### src/rtl/escalonador_bcd_pkg.sv
// escalonador_bcd_pkg: shared FSM encoding and BCD/binary widths for the converter scheduler.
package escalonador_bcd_pkg;

    typedef enum logic [1:0] {
        OCIOSO   = 2'd0,
        CONVERTE = 2'd1,
        ENTREGA  = 2'd2
    } estado_t;

    localparam int LARGURA_BIN = 8;
    localparam int DIGITOS_BCD = 3;
    localparam int LARGURA_BCD = 12;

endpackage

### src/rtl/escalonador_conversor_bcd_arbitro.sv
// arbitro_round_robin: rotating-priority encoder, first asserted request at or above the pointer wins.
module arbitro_round_robin #(
    parameter int N_CANAIS = 4,
    parameter int W        = (N_CANAIS > 1) ? $clog2(N_CANAIS) : 1
) (
    input  logic [N_CANAIS-1:0] req_i,
    input  logic [W-1:0]        ponteiro_i,
    output logic [W-1:0]        grant_o,
    output logic                grant_valido_o
);

    logic [W-1:0] idx;

    // Scan from farthest to nearest so the channel closest to the pointer overwrites the rest.
    always_comb begin
        idx            = '0;
        grant_o        = '0;
        grant_valido_o = 1'b0;
        for (int k = N_CANAIS - 1; k >= 0; k--) begin
            idx = W'((int'(ponteiro_i) + k) % N_CANAIS);
            if (req_i[idx]) begin
                grant_o        = idx;
                grant_valido_o = 1'b1;
            end
        end
    end

endmodule

### src/rtl/escalonador_conversor_bcd.sv
// escalonador_conversor_bcd: round-robin time-sharing of one external binary-to-BCD converter,
// with per-channel ack, result and held display value.
module escalonador_conversor_bcd
    import escalonador_bcd_pkg::*;
#(
    parameter int N_CANAIS      = 4,
    parameter int LATENCIA_CONV = 1
) (
    input  logic                            clk,
    input  logic                            reset_n,
    input  logic [N_CANAIS-1:0]             req,
    input  logic [LARGURA_BIN*N_CANAIS-1:0] valor,
    output logic [LARGURA_BIN-1:0]          conv_binario,
    input  logic [3:0]                      conv_centenas,
    input  logic [3:0]                      conv_dezenas,
    input  logic [3:0]                      conv_unidades,
    output logic [N_CANAIS-1:0]             ack,
    output logic [LARGURA_BCD-1:0]          resultado,
    output logic [2:0]                      canal_resultado,
    output logic [LARGURA_BCD*N_CANAIS-1:0] bcd_canais,
    output logic                            ocupado
);

    localparam int W = (N_CANAIS > 1) ? $clog2(N_CANAIS) : 1;

    estado_t                         estado_q;
    logic [W-1:0]                    ponteiro_q;
    logic [W-1:0]                    canal_q;
    logic [2:0]                      cnt_q;
    logic [LARGURA_BCD-1:0]          digitos_q;
    logic [LARGURA_BIN-1:0]          conv_binario_q;
    logic [N_CANAIS-1:0]             ack_q;
    logic [LARGURA_BCD-1:0]          resultado_q;
    logic [2:0]                      canal_resultado_q;
    logic [LARGURA_BCD*N_CANAIS-1:0] bcd_q;
    logic                            ocupado_q;
    logic [W-1:0]                    grant;
    logic                            grant_valido;

    arbitro_round_robin #(.N_CANAIS(N_CANAIS), .W(W)) u_arbitro (
        .req_i          (req),
        .ponteiro_i     (ponteiro_q),
        .grant_o        (grant),
        .grant_valido_o (grant_valido)
    );

    // ocupado is registered, so it stays high through the cycle the ack is visible.
    always_ff @(posedge clk) begin
        if (!reset_n) begin
            estado_q          <= OCIOSO;
            ponteiro_q        <= '0;
            canal_q           <= '0;
            cnt_q             <= '0;
            digitos_q         <= '0;
            conv_binario_q    <= '0;
            ack_q             <= '0;
            resultado_q       <= '0;
            canal_resultado_q <= '0;
            bcd_q             <= '0;
            ocupado_q         <= 1'b0;
        end else begin
            ack_q             <= '0;
            resultado_q       <= '0;
            canal_resultado_q <= '0;
            ocupado_q         <= (estado_q != OCIOSO) || grant_valido;
            case (estado_q)
                OCIOSO: begin
                    if (grant_valido) begin
                        conv_binario_q <= valor[LARGURA_BIN*grant +: LARGURA_BIN];
                        canal_q        <= grant;
                        cnt_q          <= 3'(LATENCIA_CONV);
                        estado_q       <= CONVERTE;
                    end
                end
                CONVERTE: begin
                    cnt_q <= cnt_q - 3'd1;
                    if (cnt_q == 3'd1) begin
                        digitos_q <= {conv_centenas, conv_dezenas, conv_unidades};
                        estado_q  <= ENTREGA;
                    end
                end
                ENTREGA: begin
                    if (req[canal_q]) begin
                        ack_q[canal_q]                            <= 1'b1;
                        resultado_q                               <= digitos_q;
                        canal_resultado_q                         <= 3'(canal_q);
                        bcd_q[LARGURA_BCD*canal_q +: LARGURA_BCD] <= digitos_q;
                    end
                    ponteiro_q <= (canal_q == W'(N_CANAIS - 1)) ? '0 : canal_q + 1'b1;
                    estado_q   <= OCIOSO;
                end
                default: estado_q <= OCIOSO;
            endcase
        end
    end

    assign conv_binario    = conv_binario_q;
    assign ack             = ack_q;
    assign resultado       = resultado_q;
    assign canal_resultado = canal_resultado_q;
    assign bcd_canais      = bcd_q;
    assign ocupado         = ocupado_q;

endmodule

### config.mk
export PLATFORM = sky130hd
export DESIGN_NAME = escalonador_conversor_bcd
export DESIGN_NICKNAME = d
export VERILOG_FILES = /design/src/rtl/escalonador_bcd_pkg.sv /design/src/rtl/escalonador_conversor_bcd_arbitro.sv /design/src/rtl/escalonador_conversor_bcd.sv
export SDC_FILE = /design/constraint.sdc
export NUM_CORES = 1
export LEC_CHECK = 0
export CAP_MARGIN = 10
export CORE_UTILIZATION = 49
export CTS_BUF_LIST = sky130_fd_sc_hd__clkbuf_4
export DETAILED_ROUTE_END_ITERATION = 8
export GPL_TIMING_DRIVEN = 0
export HOLD_SLACK_MARGIN = 0.1
export PLACE_DENSITY = 0.84
export SETUP_SLACK_MARGIN = 0.02
export SYNTH_ARGS = -nofsm -noshare
export SYNTH_HDL_FRONTEND = slang
export SYNTH_SLANG_ARGS = --single-unit
### constraint.sdc
create_clock -name clk -period 3.29 [get_ports clk]
set_input_delay 0.329 -clock clk [delete_from_list [all_inputs] [get_ports clk]]
set_output_delay 0.329 -clock clk [all_outputs]
set_load 0.005 [all_outputs]
# Word-level counts from Yosys, hierarchy flattened
# Cells that the tools add are included.
# totals
output_inout_bits,76
latch_bits,0
in_bits,50
mem_count,0
mem_bits_ro,0
register_bits,97
ramBits,0
# classes
n_shift,3
addsub,6
muxes,27
reduce_logical,12
n_mul,1
n_bitwise,0
div,0
n_lt_le_gt_ge,6
n_eq_ne,6
# ops
cell,count
$bwmux W48,1
$shift A12 B34 Y48 const A,1
$shiftx A12 B34 Y48,1
$neg A6 Y34,1
$shiftx A32 B6 Y8,1
$lt A2 B3 Y1 const B,5
$mux W2,7
$reduce_and A2 Y1,6
$bmux W1 S2,5
$mux W1,10
$pmux W3 S2,1
$add A2 B1 Y2 const B,2
$add A2 B2 Y2 const B,2
$eq A2 B2 Y1 const B,2
$mul A2 B2 Y4 const A,1
$ne A2 B2 Y1 const B,2
$pmux W2 S2,1
$reduce_bool A2 Y1,2
$eq A3 B1 Y1 const B,1
$mux W3,1
$reduce_and A3 Y1,1
$sub A3 B1 Y3 const B,1
$demux W1 S2,1
$eq A2 B1 Y1 const B,1
4 further kinds,4

# Longest topological paths before layout
# Gate-level depths: netlist (run 1).
# depth
word_depth,9
mapped_depth,9
depth_no_buf,7

# Cells and area by module
# From an unflattened synthesis (run 1), not the netlist that was laid out.
# hier_totals
cells_unflattened,453
area_unflattened_um2,4145.2
# by_module_without_submodules
mod,seq_area_each_um2,area_per_inst_um2,n_inst,cells_per_inst
escalonador_conversor_bcd,1921.8,4067.7,1,440
arbitro_round_robin,0.0,77.6,1,13

# Worst setup path before layout (run 1)
# Ideal clock, no wire load.
# synth_path
path_type,register to register
startpoint,register canal_q[0]
endpoint,"register bcd_q[8], in the netlist bcd_canais[8]"
t_arrival_ns,2.408
path_slack_ns,0.802
path_stages_with_launch,9
synth_period_minus_slack_ns,2.488
setup_ns,0.080
path_cell_list,dfxtp_1 buf_2 clkinv_1 ha_1 nor2_1 nand3_1 nor2_1 a221oi_1 nor3b_1
# synth_via
elab_chain_len,4
elab_cells_between_ends,8
cone_classes,add/sub: 1; mul: 1; shift: 2; mux: 3; reduce/logical: 1
# synth_rtl
item,line_no,source
from (decl),escalonador_conversor_bcd.sv:28,logic [W-1:0] canal_q;
from (signal assigned),escalonador_conversor_bcd.sv:70,canal_q <= grant;
$mul A2 B2 Y4,escalonador_conversor_bcd.sv:87,bcd_q[LARGURA_BCD*canal_q +: LARGURA_BCD] <= digitos_q;
$neg A6 Y34,escalonador_conversor_bcd.sv:87,
$shiftx A12 B34 Y48 / $shift A12 B34 Y48 (equally long branches),escalonador_conversor_bcd.sv:87,
$bwmux W48,escalonador_conversor_bcd.sv:87,
"to (signal, indexed assignment)",escalonador_conversor_bcd.sv:87,
to (decl),escalonador_conversor_bcd.sv:35,logic [LARGURA_BCD*N_CANAIS-1:0] bcd_q;
# Several ways; a longest one is shown, not always the timed one. The select of a mux whose other input is x is not followed.
# A chain may end at the register's enable or synchronous reset.

# Worst setup path in the final report (run 1)
# layout_path
startpoint,register canal_q[0]
endpoint,"register bcd_q[14], in the netlist bcd_canais[14]"
# The elaborated chain is that of the path after synthesis.

==> results of run 1 <==
cell families (layout without fill, tap and decap cells):
kind of cell               Yosys count  in the layout  synth area share (%)
adders and majority gates           10             10                 2.884
buffers and inverters               41            181                 4.239
muxes                               26             26                 6.430
AOI/OAI and AO/OA                  106            106                 17.45
DFF                                 96             96                 44.29
other                                1              1               0.08642
and+or+nand+nor                    211            211                 24.63
layout make-up:
cell class / instances / area [um2]
clock buffers: 9 / 67.56
clock inverters: 7 / 53.80
inverters: 8 / 30.03
repair buffers: 124 / 1241
fillers: 689 / 2536
multi-input cells: 354 / 2243
well taps: 105 / 131.4
plain buffers: 33 / 156.4
flip-flops and latches: 96 / 1922
flip-flops by register name, indices dropped and copies added, names as in the netlist, 3 cells and up:
register,flops
cnt_q,3
digitos_q,12
bcd_canais,48
conv_binario,8
resultado,12
ack,4
synth_stat cells, types with 2 or more instances:
| master | number | area, um2 |
|---|---|---|
| o31ai_1 | 4 | 30.03 |
| a211oi_1 | 2 | 15.01 |
| clkbuf_1 | 21 | 78.83 |
| buf_1 | 2 | 7.510 |
| buf_2 | 6 | 30.03 |
| and3_1 | 3 | 18.77 |
| nand3b_1 | 5 | 37.54 |
| nand2b_1 | 8 | 50.05 |
| a21oi_1 | 20 | 100.1 |
| and2_1 | 35 | 219.0 |
| a21boi_0 | 35 | 262.8 |
| buf_6 | 2 | 22.52 |
| nor2_1 | 19 | 71.32 |
| dfxtp_1 | 96 | 1922 |
| mux2_2 | 5 | 56.30 |
| a22o_1 | 9 | 78.83 |
| a22oi_1 | 9 | 67.56 |
| a221oi_1 | 4 | 35.03 |
| buf_4 | 2 | 15.01 |
| nand4_1 | 3 | 18.77 |
| o21ai_0 | 9 | 45.04 |
| nand3_1 | 30 | 150.1 |
| o221ai_1 | 8 | 70.07 |
| nor3b_1 | 4 | 30.03 |
| inv_1 | 7 | 26.28 |
| nand2_1 | 80 | 300.3 |
| mux2i_1 | 20 | 200.2 |
| nor2b_1 | 14 | 87.58 |
| ha_1 | 10 | 125.1 |
| nor3_1 | 3 | 15.01 |
per-layer routing:
metal / global-route usage, % / vias up / part of all wire (%)
met5: 0 / - / 0
met4: 9.453 / 0 / 2.7
met3: 6.793 / 32 / 8.8
met2: 44.39 / 201 / 47
met1: 33.01 / 1931 / 42
li1: - / 1976 / -
worst paths after layout:
path / start / endpoint / slack [ps] / depth (start not counted)
worst max-delay path: canal_q[0]$_SDFFE_PN0P_ / bcd_canais[14]$_SDFFE_PN0P_ / 250 / 9
worst min-delay path: conv_dezenas[3] / digitos_q[7]$_SDFFE_PN0P_ / 430 / 3
worst max register to register: canal_q[0]$_SDFFE_PN0P_ / bcd_canais[14]$_SDFFE_PN0P_ / 250 / 9
worst min register to register: bcd_canais[26]$_SDFFE_PN0P_ / bcd_canais[26]$_SDFFE_PN0P_ / 480 / 2
critical path: stages (launching register included):
cell      delay (ps)
dfxtp_1          610
buf_2            310
clkinv_1         320
ha_2             520
clkbuf_2         240
clkbuf_2         270
a22oi_1          100
nor2_1           300
nand3_1          120
a21boi_0         180
what timing repair did:
item                                    CTS  global route
endpoints found under the setup margin    0            22
buffers inserted                          0             0
resized for setup                         0             7
power by group through the flow:
stage	clock (W)	sequential, W	combinational [W]
2_1_floorplan	0	0.00124	0.000186
3_3_place_gp	0	0.00126	0.000322
3_5_place_dp	0	0.00126	0.000330
4_1_cts	0.000570	0.00123	0.000332
5_1_grt	0.000619	0.00124	0.000369
6_report	0.000564	0.00123	0.000337
through the flow:
| step | utilization [%] | setup slack [ps] |
|---|---|---|
| after floorplan | - | 802.1 |
| after CTS | 69.59 | 29.21 |
| final | 69.74 | 247.1 |
| after detailed placement | 68.14 | 58.27 |
| after global routing | 69.74 | 24.51 |
| after global placement | 68.14 | 111.6 |
==> flow_metrics.py, run 1 <==
metrics = {
    "synth": {
        "ys_seq_area_share_pct": 44.29,
        "synthArstFlopShare_pct": 0,
        "ys.warnings.count": 0,
        "synthCells": 491,
        "synth_ff_type": "dfxtp_1",
        "yosys.cell_types.count": 46,
        "postSynthAreaPerCell_um2": 8.837,
        "syn_area_um2": 4339,
        "synth_edf_count": 0,
        "synthesis.nets": 551,
        "ys_ff_latch": 96,
    },
    "drt": {
        "via_count": 4140,
        "ant_nets": 0,
        "wire_per_inst_um": 16.09,
        "via_per_inst": 5.625,
        "drt-pass1-iter-count": 5,
        "drcViolationCount": 0,
        "dr.first_iter.drc_count": 354,
        "drt_wl_total_mm": 11.84,
    },
    "final_layout": {
        "layout_commonest_cell": "clkdlybuf4s50_1",
        "fin_area_um2": 5846,
        "n_antenna_cell": 0,
        "stdcell_count": 736,
        "layout_common_cells": "124 x clkdlybuf4s50_1, 96 x dfxtp_1, 80 x nand2_1",
        "drive_gt1_share_pct": 6.498,
        "area_delta_synth_final_pct": 34.72,
        "nNetsFinal": 686,
    },
    "power": {
        "internal_power_w": 0.001520,
        "pwr-share-seq_pct": 57.8,
        "combPwrFrac_pct": 15.8,
        "p_per_area_nw_per_um2": 365.1,
        "p_switching_w": 0.0006140,
        "p_leak_nw": 2.029,
        "power_w": 0.002134,
        "ir_worst_vdd_v": 0.0002337,
        "p_clk_share_pct": 26.4,
        "swShare_pct": 28.77,
    },
    "floorplan": {
        "num_rows": 33,
        "ios": 126,
        "core_um2": 8382,
        "start_util_pct": 51.77,
        "die_h_um": 96.11,
        "die_x_um": 96.11,
        "die_area_um2": 9236,
    },
    "clocking": {
        "cts_num_sinks": 96,
        "clk_pin_slew_ps": 160,
        "clkLatencyLatePin_ps": 440,
        "h-tree-depth": 3,
        "cts_buffers": 9,
        "cts_tree": "built",
        "hold_buffers": 0,
        "clockBufferDepth": 2,
        "root_buffer": "clkbuf_4",
    },
    "sta": {
        "setup_tns_ps": 0,
        "rsz0062_at_grt": "false",
        "hold_viol": 0,
        "period_needed_ps": 3043,
        "setup_viol": 0,
        "min_period_over_period_pct": 92.49,
        "slew_headroom_pct": 64.50,
        "slew_viol_final": 0,
        "skew_ps": 22.18,
        "whs_ps": 427.2,
        "worst_pin_slew_ps": 532.5,
        "fmax_mhz": 328.6,
    },
    "worst_setup_path": {
        "end_kind": "flip-flop",
        "critical_path_peak_fanout": 11,
        "start_kind": "flip-flop",
        "path_class": "flip-flop to flip-flop",
        "required_ps": 3660,
        "cp_data_arrival_time_ps": 3420,
    },
    "outcome": {
        "status": "finished clean",
    },
    "flow_run": {
        "maxCapViolations": 0,
    },
    "place": {
        "portBuffers": 124,
        "placed_cells": 720,
        "placed_area_um2": 5712,
        "place_congestion": 0.8985,
        "hpwlAfterDp_mm": 9.037,
    },
    "global_routing": {
        "track_usage_pct": 26.57,
        "grt_pass1_vias": 3809,
        "grt_antenna_before_repair": 0,
        "grt_start_max_net_pins": 18,
        "grt_pass1_wl_mm": 18.52,
        "gr-total-overflow": 0,
    },
    "hold_path": {
        "hp-class": "input pin to flip-flop",
    },
}
Note: power is estimated with default switching activity, not from simulation.
==> inputs of run 2 (changes only) <==
--- a/config.mk
+++ b/config.mk
@@ -8,9 +8,11 @@
 export CAP_MARGIN = 10
 export CORE_UTILIZATION = 49
 export CTS_BUF_LIST = sky130_fd_sc_hd__clkbuf_4
+export CTS_CLUSTER_SIZE = 12
 export DETAILED_ROUTE_END_ITERATION = 8
 export GPL_TIMING_DRIVEN = 0
 export HOLD_SLACK_MARGIN = 0.1
+export MAX_ROUTING_LAYER = met4
 export PLACE_DENSITY = 0.84
 export SETUP_SLACK_MARGIN = 0.02
 export SYNTH_ARGS = -nofsm -noshare
==> run 2 against run 1 <==
Cell count is the same. Sequential share of layout area is 0.23 points lower. Routed wire length grew 0.68%. Sequential power is essentially flat. Utilization up 0.54 points. Clock skew shrank 2.3 ps. Worst hold slack lost 3.4 ps. Flip-flop and latch count unchanged. Register-to-register slack better by 20 ps. Largest cell class unchanged.
==> flow_metrics.py, run 2 (same netlist as run 1, synthesis figures left out) <==
metrics = {
    "place": {
        "portBuffers": 124,
        "placed_cells": 720,
        "hpwlAfterDp_mm": 9.175,
        "place_congestion": 0.9184,
        "placed_area_um2": 5712,
    },
    "clocking": {
        "root_buffer": "clkbuf_4",
        "cts-resized-gates": 0,
        "clk_pin_slew_ps": 160,
        "cts_setup_buffers": 0,
        "cts_buffers": 9,
        "cts_tree": "built",
        "clkLatencyLatePin_ps": 450,
        "h-tree-depth": 3,
        "cts_num_sinks": 96,
        "clockBufferDepth": 2,
        "hold_buffers": 0,
    },
    "worst_setup_path": {
        "required_ps": 3660,
        "startpoint": "canal_q[0]$_SDFFE_PN0P_",
        "start_kind": "flip-flop",
        "critical_path_peak_fanout": 11,
        "path_class": "flip-flop to flip-flop",
        "end_kind": "flip-flop",
        "rrSetupSlack_ps": 260,
        "r2r_cells": 9,
        "r2r_start": "canal_q[0]$_SDFFE_PN0P_",
        "cp_data_arrival_time_ps": 3390,
    },
    "sta": {
        "slew_headroom_pct": 58.24,
        "worst_pin_slew_ps": 625.0,
        "setup_tns_ps": 0,
        "skew_ps": 19.85,
        "slew_viol_final": 0,
        "whs_ps": 423.8,
        "min_period_over_period_pct": 92.03,
        "fmax_mhz": 330.3,
        "hold_viol": 0,
        "rsz0062_at_grt": "false",
        "setup_viol": 0,
        "period_needed_ps": 3028,
    },
    "drt": {
        "via_count": 4065,
        "wire_per_inst_um": 16.20,
        "ant_nets": 0,
        "drcViolationCount": 0,
        "dr.first_iter.drc_count": 273,
        "via_per_inst": 5.523,
        "drt_wl_total_mm": 11.92,
        "drt-pass1-iter-count": 5,
    },
    "power": {
        "p_per_area_nw_per_um2": 388.8,
        "pwr-share-seq_pct": 53.8,
        "combPwrFrac_pct": 14.7,
        "swShare_pct": 26.78,
        "p_switching_w": 0.0006134,
        "ir_worst_vdd_v": 0.0002665,
        "internal_power_w": 0.001677,
        "p_leak_nw": 2.051,
        "p_clk_share_pct": 31.5,
    },
    "outcome": {
        "status": "finished clean",
    },
    "floorplan": {
        "die_area_um2": 9236,
        "die_x_um": 96.11,
        "die_h_um": 96.11,
        "core_um2": 8382,
        "start_util_pct": 51.77,
        "num_rows": 33,
        "ios": 126,
    },
    "global_routing": {
        "gr-total-overflow": 0,
        "grt_start_max_net_pins": 18,
        "grt_pass1_vias": 3894,
        "grt_antenna_before_repair": 0,
        "grt_pass1_wl_mm": 18.69,
        "track_usage_pct": 27.50,
    },
    "final_layout": {
        "drive_gt1_share_pct": 6.339,
        "area_delta_synth_final_pct": 35.76,
        "fillCellCount": 677,
        "nNetsFinal": 686,
        "layout_commonest_cell": "clkdlybuf4s50_1",
        "largest_register_ffs": 48,
        "fin_area_um2": 5891,
        "n_antenna_cell": 0,
        "layout_common_cells": "124 x clkdlybuf4s50_1, 95 x dfxtp_1, 80 x nand2_1",
        "stdcell_count": 736,
        "fin_util_pct": 70.28,
    },
    "hold_path": {
        "hold_depth": 3,
        "hp-class": "input pin to flip-flop",
        "min_from": "conv_unidades[2]",
    },
    "flow_run": {
        "maxCapViolations": 0,
    },
}
[run 2: critical path, stage by stage (launching register included)]
cell and delay [ps]:
dfxtp_2 480, buf_2 270, clkinv_1 320, ha_2 510
buf_1 340, clkbuf_2 300, a22oi_1 100, nor2_1 270
nand3_1 140, a21boi_0 220
[run 2: layer usage]
layer | GRT usage (%) | wire length, um | part of all wire [%] | vias to the layer above
met4 | 7.836 | 168 | 1.4 | 0
li1 | - | - | - | 1969
met3 | 6.161 | 956 | 8.0 | 15
met1 | 33.63 | 4964 | 42 | 1907
met5 | - | 0 | 0 | -
met2 | 45.39 | 5832 | 49 | 174
[run 2: worst paths after layout]
path,to
worst min-delay path,digitos_q[2]$_SDFFE_PN0P_
worst min register to register,bcd_canais[19]$_SDFFE_PN0P_
worst max register to register,bcd_canais[13]$_SDFFE_PN0P_
worst max-delay path,bcd_canais[13]$_SDFFE_PN0P_
[run 2: metrics by stage]
step | power [W] | worst slack, ps
5_1_grt | 0.002387 | 56.93
3_5_place_dp | 0.001588 | 54.17
3_3_place_gp | 0.001578 | 80.70
6_report | 0.002290 | 262.2
4_1_cts | 0.002296 | 33.23
2_1_floorplan | 0.001430 | 802.1
[run 2: final cells by class]
cell class / count / area [um2] / area share (%)
plain buffers: 33 / 155.1 / 2.634
clock inverters: 7 / 103.9 / 1.763
inverters: 8 / 30.03 / 0.5098
repair buffers: 124 / 1241 / 21.07
flip-flops and latches: 96 / 1923 / 32.65
well taps: 105 / 131.4 / 2.230
multi-input cells: 354 / 2238 / 38.00
clock buffers: 9 / 67.56 / 1.147
[run 2: power by group through the flow]
stage / Sequential, W / Combinational (W) / Clock (W)
2_1_floorplan: 0.00124 / 0.000186 / 0
3_5_place_dp: 0.00126 / 0.000331 / 0
5_1_grt: 0.00124 / 0.000368 / 0.000781
6_report: 0.00123 / 0.000336 / 0.000721
4_1_cts: 0.00123 / 0.000333 / 0.000732
3_3_place_gp: 0.00126 / 0.000323 / 0
